==> config.mk <==
export PLATFORM = sky130hd
export DESIGN_NAME = ftdi_rx_fifo
export DESIGN_NICKNAME = d
export VERILOG_FILES = /design/src/rtl/ftdi_rx_fifo_pkg.sv /design/src/rtl/ftdi_fifo_mem.sv /design/src/rtl/ftdi_rx_fifo.sv
export SDC_FILE = /design/constraint.sdc
export NUM_CORES = 1
export LEC_CHECK = 0
export ABC_AREA = 1
export CORE_ASPECT_RATIO = 0.75
export CORE_MARGIN = 2
export CORE_UTILIZATION = 47
export CTS_BUF_LIST = sky130_fd_sc_hd__clkbuf_4 sky130_fd_sc_hd__clkbuf_8 sky130_fd_sc_hd__clkbuf_16
export DETAILED_ROUTE_END_ITERATION = 10
export GPL_ROUTABILITY_DRIVEN = 0
export HOLD_SLACK_MARGIN = 0.06
export PLACE_DENSITY_LB_ADDON = 0.1
export SKIP_CTS_REPAIR_TIMING = 1
export SKIP_LAST_GASP = 1
export SYNTH_ARGS = -nofsm -noshare
export SYNTH_HDL_FRONTEND = slang
export SYNTH_SLANG_ARGS = --single-unit
==> constraint.sdc <==
create_clock -name in_clk -period 2.8 [get_ports in_clk]
set_input_delay 0.42 -clock in_clk [delete_from_list [all_inputs] [get_ports in_clk]]
set_output_delay 0.42 -clock in_clk [all_outputs]
set_load 0.01 [all_outputs]
==> src/rtl/ftdi_rx_fifo_pkg.sv <==
// Shared definitions for ftdi_rx_fifo: default depth, handshake FSM encodings and a clog2 helper.
// The optional watermark feature is enabled by defining FTDI_RX_FIFO_STATS_EN.
package ftdi_rx_fifo_pkg;

  localparam int FTDI_RX_FIFO_DEPTH = 16;

  typedef enum logic {
    W_IDLE = 1'b0,
    W_ACK  = 1'b1
  } wr_state_t;

  typedef enum logic [1:0] {
    R_IDLE = 2'd0,
    R_REQ  = 2'd1,
    R_WAIT = 2'd2
  } rd_state_t;

  function automatic int ftdi_clog2(input int value);
    int result;
    result = 0;
    for (int i = 0; i < 31; i++) begin
      if ((1 << i) < value) begin
        result = i + 1;
      end
    end
    return result;
  endfunction

endpackage

==> src/rtl/ftdi_fifo_mem.sv <==
// Simple dual-port register array: synchronous write, asynchronous read.
// Contents are intentionally not reset.
module ftdi_fifo_mem #(
  parameter int DEPTH     = 16,
  parameter int DATA_BITS = 8,
  parameter int ADDR_BITS = 4
) (
  input  logic                 in_clk,
  input  logic                 in_wr_en,
  input  logic [ADDR_BITS-1:0] in_wr_addr,
  input  logic [DATA_BITS-1:0] in_wr_data,
  input  logic [ADDR_BITS-1:0] in_rd_addr,
  output logic [DATA_BITS-1:0] out_rd_data
);

  logic [DATA_BITS-1:0] r_mem [DEPTH];

  always_ff @(posedge in_clk) begin
    if (in_wr_en) begin
      r_mem[in_wr_addr] <= in_wr_data;
    end
  end

  assign out_rd_data = r_mem[in_rd_addr];

endmodule

==> src/rtl/ftdi_rx_fifo.sv <==
// Elastic byte FIFO with 4-phase req/ack on both sides and an almost-full rx-enable hint.
// Define FTDI_RX_FIFO_STATS_EN to add the level high-watermark (in_stats_clr / out_max_level).
module ftdi_rx_fifo
  import ftdi_rx_fifo_pkg::*;
#(
  parameter int  FIFO_DEPTH        = FTDI_RX_FIFO_DEPTH,
  parameter int  FIFO_DATA_BITS    = 8,
  parameter int  FIFO_AFULL_MARGIN = 2,
  localparam int ADDR_BITS         = ftdi_clog2(FIFO_DEPTH)
) (
  input  logic                      in_clk,
  input  logic                      in_rst,
  input  logic                      in_wr_req,
  input  logic [FIFO_DATA_BITS-1:0] in_wr_data,
  output logic                      out_wr_ack,
  output logic                      out_rd_req,
  output logic [FIFO_DATA_BITS-1:0] out_rd_data,
  input  logic                      in_rd_ack,
  output logic                      out_rx_enable,
  output logic                      out_empty,
  output logic                      out_full
`ifdef FTDI_RX_FIFO_STATS_EN
  ,
  input  logic                      in_stats_clr,
  output logic [ADDR_BITS:0]        out_max_level
`endif
);

  localparam logic [ADDR_BITS:0] C_DEPTH  = (ADDR_BITS + 1)'(FIFO_DEPTH);
  localparam logic [ADDR_BITS:0] C_MARGIN = (ADDR_BITS + 1)'(FIFO_AFULL_MARGIN);

  wr_state_t                 r_wstate;
  wr_state_t                 w_wstate_next;
  rd_state_t                 r_rstate;
  rd_state_t                 w_rstate_next;
  logic [ADDR_BITS-1:0]      r_wptr;
  logic [ADDR_BITS-1:0]      r_rptr;
  logic [ADDR_BITS:0]        r_level;
  logic [ADDR_BITS:0]        w_level_next;
  logic [ADDR_BITS:0]        w_free_next;
  logic                      r_empty;
  logic                      r_full;
  logic                      r_rx_en;
  logic [FIFO_DATA_BITS-1:0] r_rd_data;
  logic [FIFO_DATA_BITS-1:0] w_mem_rd_data;
  logic                      w_push;
  logic                      w_pop;
  logic                      w_load;

  ftdi_fifo_mem #(
    .DEPTH     (FIFO_DEPTH),
    .DATA_BITS (FIFO_DATA_BITS),
    .ADDR_BITS (ADDR_BITS)
  ) u_mem (
    .in_clk      (in_clk),
    .in_wr_en    (w_push),
    .in_wr_addr  (r_wptr),
    .in_wr_data  (in_wr_data),
    .in_rd_addr  (r_rptr),
    .out_rd_data (w_mem_rd_data)
  );

  // Full is taken from the registered level, so a pop never makes room in the same cycle.
  always_comb begin
    w_wstate_next = r_wstate;
    w_push        = 1'b0;
    case (r_wstate)
      W_IDLE: begin
        if (in_wr_req && !r_full) begin
          w_push        = 1'b1;
          w_wstate_next = W_ACK;
        end
      end
      W_ACK: begin
        if (!in_wr_req) begin
          w_wstate_next = W_IDLE;
        end
      end
    endcase
  end

  always_comb begin
    w_rstate_next = r_rstate;
    w_pop         = 1'b0;
    w_load        = 1'b0;
    case (r_rstate)
      R_IDLE: begin
        if (!r_empty && !in_rd_ack) begin
          w_load        = 1'b1;
          w_rstate_next = R_REQ;
        end
      end
      R_REQ: begin
        if (in_rd_ack) begin
          w_pop         = 1'b1;
          w_rstate_next = R_WAIT;
        end
      end
      R_WAIT: begin
        if (!in_rd_ack) begin
          w_rstate_next = R_IDLE;
        end
      end
      default: w_rstate_next = R_IDLE;
    endcase
  end

  always_comb begin
    w_level_next = r_level;
    if (w_push && !w_pop) begin
      w_level_next = r_level + 1'b1;
    end else if (!w_push && w_pop) begin
      w_level_next = r_level - 1'b1;
    end
    w_free_next = C_DEPTH - w_level_next;
  end

  always_ff @(posedge in_clk or posedge in_rst) begin
    if (in_rst) begin
      r_wstate  <= W_IDLE;
      r_rstate  <= R_IDLE;
      r_wptr    <= '0;
      r_rptr    <= '0;
      r_level   <= '0;
      r_empty   <= 1'b1;
      r_full    <= 1'b0;
      r_rx_en   <= 1'b1;
      r_rd_data <= '0;
    end else begin
      r_wstate <= w_wstate_next;
      r_rstate <= w_rstate_next;
      if (w_push) begin
        r_wptr <= r_wptr + 1'b1;
      end
      if (w_pop) begin
        r_rptr <= r_rptr + 1'b1;
      end
      r_level <= w_level_next;
      r_empty <= (w_level_next == '0);
      r_full  <= (w_level_next == C_DEPTH);
      r_rx_en <= (w_free_next > C_MARGIN);
      // Head byte is captured once per request so it stays stable while req is high.
      if (w_load) begin
        r_rd_data <= w_mem_rd_data;
      end
    end
  end

`ifdef FTDI_RX_FIFO_STATS_EN
  logic [ADDR_BITS:0] r_max_level;

  always_ff @(posedge in_clk or posedge in_rst) begin
    if (in_rst) begin
      r_max_level <= '0;
    end else if (in_stats_clr) begin
      r_max_level <= r_level;
    end else if (r_level > r_max_level) begin
      r_max_level <= r_level;
    end
  end

  assign out_max_level = r_max_level;
`endif

  assign out_wr_ack    = (r_wstate == W_ACK);
  assign out_rd_req    = (r_rstate == R_REQ);
  assign out_rd_data   = r_rd_data;
  assign out_rx_enable = r_rx_en;
  assign out_empty     = r_empty;
  assign out_full      = r_full;

endmodule

# Word-level counts from Yosys, hierarchy flattened
# Memories as Yosys holds them, arrays and structs flattened. A register that Yosys moved wholly into a read port is not among the register bits.
# Cells that the tools add are included.
[word_totals]
ff_bits = 19
elab_cells = 50
memories = 1
inputBits = 12
out_inout_bits = 13
ramBits = 128
[mem_list]
columns = ["memory", "words", "width", "rd", "rd_clocked_by_memory_dff", "write_ports", "line_no", "text"]
rows = [
  ["u_mem.r_mem", 16, 8, 1, 1, 1, "ftdi_fifo_mem.sv:16", "logic [DATA_BITS-1:0] r_mem [DEPTH];"],
]
[op_classes]
n_mux = 16
order_cmp = 1
eq_ne = 6
n_reduce_logical = 12
add_sub_neg = 5
bitwise_logic = 1
[op_table]
columns = ["cell", "count"]
rows = [
  ["two-way mux 5 bit", 2],
  ["two-way mux 1 bit", 9],
  ["adder 4 x 1 -> 4 bit (second input constant)", 2],
  ["two-way mux 2 bit", 3],
  ["one-hot mux 2 bit (3 select lines)", 1],
  ["adder 5 x 1 -> 5 bit (second input constant)", 1],
  ["== test 5 bit (second input constant)", 1],
  ["greater-than comparator 5 x 2 -> 1 bit (second input constant)", 1],
  ["logical NOT 1 bit", 5],
  ["logical NOT 5 bit", 1],
  ["subtractor 5 x 1 -> 5 bit (second input constant)", 1],
  ["subtractor 5 bit (first input constant)", 1],
  ["logical AND 1 bit", 4],
  ["inequality test 2 bit (second input constant)", 2],
  ["AND reduction 3 bit", 1],
  ["== test 2 x 1 -> 1 bit (second input constant)", 1],
  ["== test 2 bit (second input constant)", 1],
  ["logical NOT 2 bit", 1],
  ["inequality test 2 x 1 -> 1 bit (second input constant)", 1],
  ["one-hot mux 1 bit (2 select lines)", 1],
  ["inverter 1 bit", 1],
]

# Longest topological paths before layout
[logic_depth]
depth_word = 10
ltp_mapped = 15
mapped_depth_nobuf = 15

# Modules after synthesis
# From an unflattened synthesis, not the netlist that was laid out.
[unflattened]
cells_unflattened = 688
area_unflattened_um2 = 7110.6
[modules_own_cells]
columns = ["module", "n_inst", "cells_each", "seq_area_each_um2", "area_per_inst_um2"]
rows = [
  ["ftdi_fifo_mem", 1, 543, 3843.7, 5606.6],
  ["ftdi_rx_fifo", 1, 145, 678.2, 1503.9],
]

# Least setup slack after synthesis
# No wires, ideal clock.
[synth_timing]
kind = "register to register"
from = "register r_wstate (netlist: out_wr_ack)"
to = "register r_rx_en (netlist: out_rx_enable)"
path_slack_ns = 0.771
required_time_ns = 2.736
arrival_time_ns = 1.965
path_buffers = 0
stages_incl_launch_ff = 14
synth_period_minus_slack_ns = 2.029
setup_time_ns = 0.064
cell_sequence = "dfrtp_1 -> nand3b_2 -> nand2_4 -> nand2_1 -> nand2_1 -> nand2_2 -> inv_1 -> ha_1 -> inv_1 -> nor3_2 -> ha_1 -> o21ai_0 -> nor2_1 -> nand3_1"
[synth_via]
elab_chain_cells = 7
word_cells_on_any_way = 8
classes_between = "add/sub (1); order compare (1); mux (3); reduce/logical (3)"
[synth_rtl]
columns = ["item", "line_no", "text"]
rows = [
  ["start, declared", "ftdi_rx_fifo.sv:32", "wr_state_t r_wstate;"],
  ["start signal, assigned", "ftdi_rx_fifo.sv:130", "r_wstate <= w_wstate_next;"],
  ["two-way mux 1 bit (*)", "ftdi_rx_fifo.sv:67", "case (r_wstate)"],
  ["logical NOT 1 bit", "ftdi_rx_fifo.sv:112", "end else if (!w_push && w_pop) begin"],
  ["logical AND 1 bit", "ftdi_rx_fifo.sv:112", ""],
  ["two-way mux 5 bit", "ftdi_rx_fifo.sv:112", ""],
  ["two-way mux 5 bit (*)", "ftdi_rx_fifo.sv:110", "if (w_push && !w_pop) begin"],
  ["subtractor 5 bit (*)", "ftdi_rx_fifo.sv:115", "w_free_next = C_DEPTH - w_level_next;"],
  ["named net w_free_next[0]", "ftdi_rx_fifo.sv:40", "logic [ADDR_BITS:0] w_free_next;"],
  ["greater-than comparator 5 x 2 -> 1 bit (*)", "ftdi_rx_fifo.sv:141", "r_rx_en <= (w_free_next > C_MARGIN);"],
  ["end signal, assigned", "ftdi_rx_fifo.sv:141", ""],
  ["end, declared", "ftdi_rx_fifo.sv:43", "logic r_rx_en;"],
]
# The timed path passes the listed nets; every way through them passes the cells marked *.
# A chain may end at the register's enable or synchronous reset.

# Worst setup path after layout
[layout_timing]
from = "input port in_rd_ack"
to = "register r_rx_en (netlist: out_rx_enable)"
[layout_via]
elab_chain_cells = 7
word_cells_on_any_way = 9
classes_between = "add/sub (1); order compare (1); mux (4); reduce/logical (3)"
[layout_rtl]
columns = ["item", "line_no", "text"]
rows = [
  ["start, declared", "ftdi_rx_fifo.sv:18", "input logic in_rd_ack,"],
  ["two-way mux 1 bit (*)", "ftdi_rx_fifo.sv:94", "if (in_rd_ack) begin"],
  ["two-way mux 1 bit (*)", "ftdi_rx_fifo.sv:86", "case (r_rstate)"],
  ["logical AND 1 bit / logical NOT 1 bit (equally long branches)", "ftdi_rx_fifo.sv:112, ftdi_rx_fifo.sv:110", ""],
  ["two-way mux 5 bit / logical AND 1 bit (equally long branches)", "ftdi_rx_fifo.sv:112, ftdi_rx_fifo.sv:110", ""],
  ["two-way mux 5 bit (*)", "ftdi_rx_fifo.sv:110", ""],
  ["subtractor 5 bit (*)", "ftdi_rx_fifo.sv:115", ""],
  ["named net w_free_next[0]", "ftdi_rx_fifo.sv:40", ""],
  ["greater-than comparator 5 x 2 -> 1 bit (*)", "ftdi_rx_fifo.sv:141", ""],
]
# Marks and branches as above.

==> impl_results.md <==
- Vias in the first global route: 4131
- Via density: 5.40
- Die area: 0.0151 mm^2
- Reg2Reg Setup Slack: 0.64 ns
- Commonest non-fill, non-tap cell in the layout: edfxtp_1
- Global-route wire length before repair: 23.5 mm
- Share of the synthesized area in the top cell type: 0.581
- Met3 wire length: 845 um
- Wl on met1: 7.07 mm
- DR vias: 4290
- CTS tree: built
- Capturing point of the worst reg2reg path: out_rx_enable
- Yosys top cell by area: edfxtp_1
- Starting Density: 0.481
- Setup violators final: 0
- Sequential cell area fraction in the yosys report: 0.683
- Outcome: finished clean
- Worst Tran Pin Value: 0.705 ns
- Mapped cell area: 0.00662 mm^2
- CP max FO: 7
- Worst hold path type: in2async
- Fin. Hold Viols: 0
- Tot GR Track Use: 0.211
- Die X: 141 um
- DR WL met2: 6.62 mm
- Library cells used by synthesis: 36
- Seq cells post-synth: 155
- Achievable clock frequency: 0.438 GHz
- Max transition margin: 0.529
- Cells after synthesis: 561
- Initial antenna violation count: 0
- Max layer used: met4
- Fin crit share: 0.816
- R2r startpoint: r_rstate[1]
- Setup TNS: 0 ns
- Mapped Nets: 584
- Die Y: 107 um
- Core ar.: 0.0137 mm^2
- CP required: 3.16 ns
- Port Buffers: 24
- Worst slack at placement: 0.119 ns
- Syn avg cell area: 11.8 um^2
- Reg2reg path depth: 14
- Layout cells sized above 1: 0.139
- Max-cap violations: 0
- Crit end category: flip-flop
- Slew Viols, Final: 0
- Clock Path Buffers: 2
- Critical path type: in2reg
- HPWL after DPL: 9.24 mm
- Worst IR Drop VDD: 0.562 mV
- N_diodes: 0
- Most frequent cells in the layout: edfxtp_1, nor2_1, nand2_1
- Layout area overhead: 16.9%
- Number of sinks on the clock net: 155
- RSZ-0062 raised after global routing: no
- Worst EP arrival: 2.64 ns
- Largest net degree at the start of global routing: 67
- Overall power: 0.00802 W
- Htree depth: 4
- Worst-path clk slew: 0.06 ns
- DRT iter0 DRCs: 370
- Static Leak: 2.87 nW
- Clock Skew: 0.0114 ns
- Startpoint Class: input port
- Fin crit period: 2.28 ns
- CTS Root Cell: clkbuf_16
- Num CTS Buffers: 17
- Synth area leaders: edfxtp_1, dfrtp_1, nor2_1
- WL final: 14.8 mm
- Power per cell area: 1040 mW/mm^2
- Wire length per cell: 18.6 um
- GRT overflow: 0
- Fin worst setup slack: 0.517 ns
- Clk_lat worst skew: 0.42 ns
- Post-route DRC: 0
- Worst hold margin: 0.358 ns
- Post-DRT Antenna Nets: 0
- Post-layout util: 0.563
- Yosys warns: 0
- Nets: 629
- First-pass detailed-route iteration total: 5
- # rows: 37
- # IOs: 25
[cells in the mapped netlist]
library cell,count
buf_2,10
nor4_4,1
o21ai_2,1
clkbuf_1,6
buf_6,4
edfxtp_1,128
nor2_1,113
xnor2_1,1
buf_4,3
o211ai_1,32
dfrtp_1,25
nand2_2,5
nor2_4,2
o21ai_1,8
inv_2,5
nor2_8,1
inv_1,22
nand2_1,69
nor3_1,2
nor3_2,1
xor2_1,7
xor2_2,1
clkinv_1,2
clkbuf_2,1
ha_1,11
nand4_2,1
nand3b_2,1
o21ai_0,60
or2_0,1
nand2_4,3
dfstp_2,2
a21oi_1,1
buf_1,1
nand3_2,1
nand4_1,2
nand3_1,27
[cell type report]
class | instances | area (um^2)
clock buffers | 28 | 562
repair buffers | 51 | 455
fillers | 1116 | 6010
clock inverters | 4 | 30.0
multi-input cells | 352 | 1840
inverters | 29 | 109
flip-flops and latches | 155 | 4520
well taps | 175 | 219
[through the flow]
step / instance area [um^2] / cells
after global placement: 7150 / 762
final: 7740 / 794
after detailed placement: 7150 / 762
after CTS: 7740 / 794
after global routing: 7740 / 794
after floorplan: 6620 / 561
[per-layer routing]
metal  track usage  vias up
li1              -     2051
met1         0.317     2088
met2         0.313      129
met3        0.0411       22
met4        0.0657        0
met5             0        -
[kinds of logic (layout without fill, tap and decap cells)]
logic type | count (synthesis) | in the layout | share of synthesized area
fa+ha+maj | 11 | 11 | 0.0208
flops | 155 | 155 | 0.683
compound gates | 102 | 102 | 0.0898
simple gates | 230 | 230 | 0.154
buf+inv | 54 | 112 | 0.0389
xor+xnor | 9 | 9 | 0.0130
[worst max path at each step]
stage / startpoint / to / slack (ns)
after global routing: in_rd_ack / out_rx_enable / 0.34
after global placement: in_rd_ack / out_rx_enable / 0.17
after detailed placement: in_rd_ack / out_rx_enable / 0.12
final: in_rd_ack / out_rx_enable / 0.52
after floorplan: out_wr_ack / out_rx_enable / 0.77
after CTS: in_rd_ack / out_rx_enable / 0.54
[power breakdown]
part / leakage (nW) / switching (W) / internal [W]
Sequential: 1.47 / 0.000258 / 0.00280
Combinational: 1.10 / 0.00177 / 0.000951
Clock: 0.296 / 0.000872 / 0.00137
Total: 2.87 / 0.00290 / 0.00512
[flip-flops by register name, summed over array words and instances (netlist names)]
signal and count:
out_empty 1, out_full 1, out_rd_data 8, out_rx_enable 1, out_wr_ack 1, r_level 5
r_rptr 4, r_rstate 2, r_wptr 4, u_mem.r_mem 128
[critical path: stages]
cell	delay [ns]
clkdlybuf4s50_1	0.59
inv_1	0.14
nor2_8	0.18
nand2_4	0.09
nand3_1	0.09
nand2_2	0.10
inv_1	0.09
ha_1	0.17
inv_1	0.07
nor3_2	0.22
ha_1	0.26
o21ai_0	0.07
nor2_1	0.07
nand3_1	0.07
(Power assumes the default switching activity.)
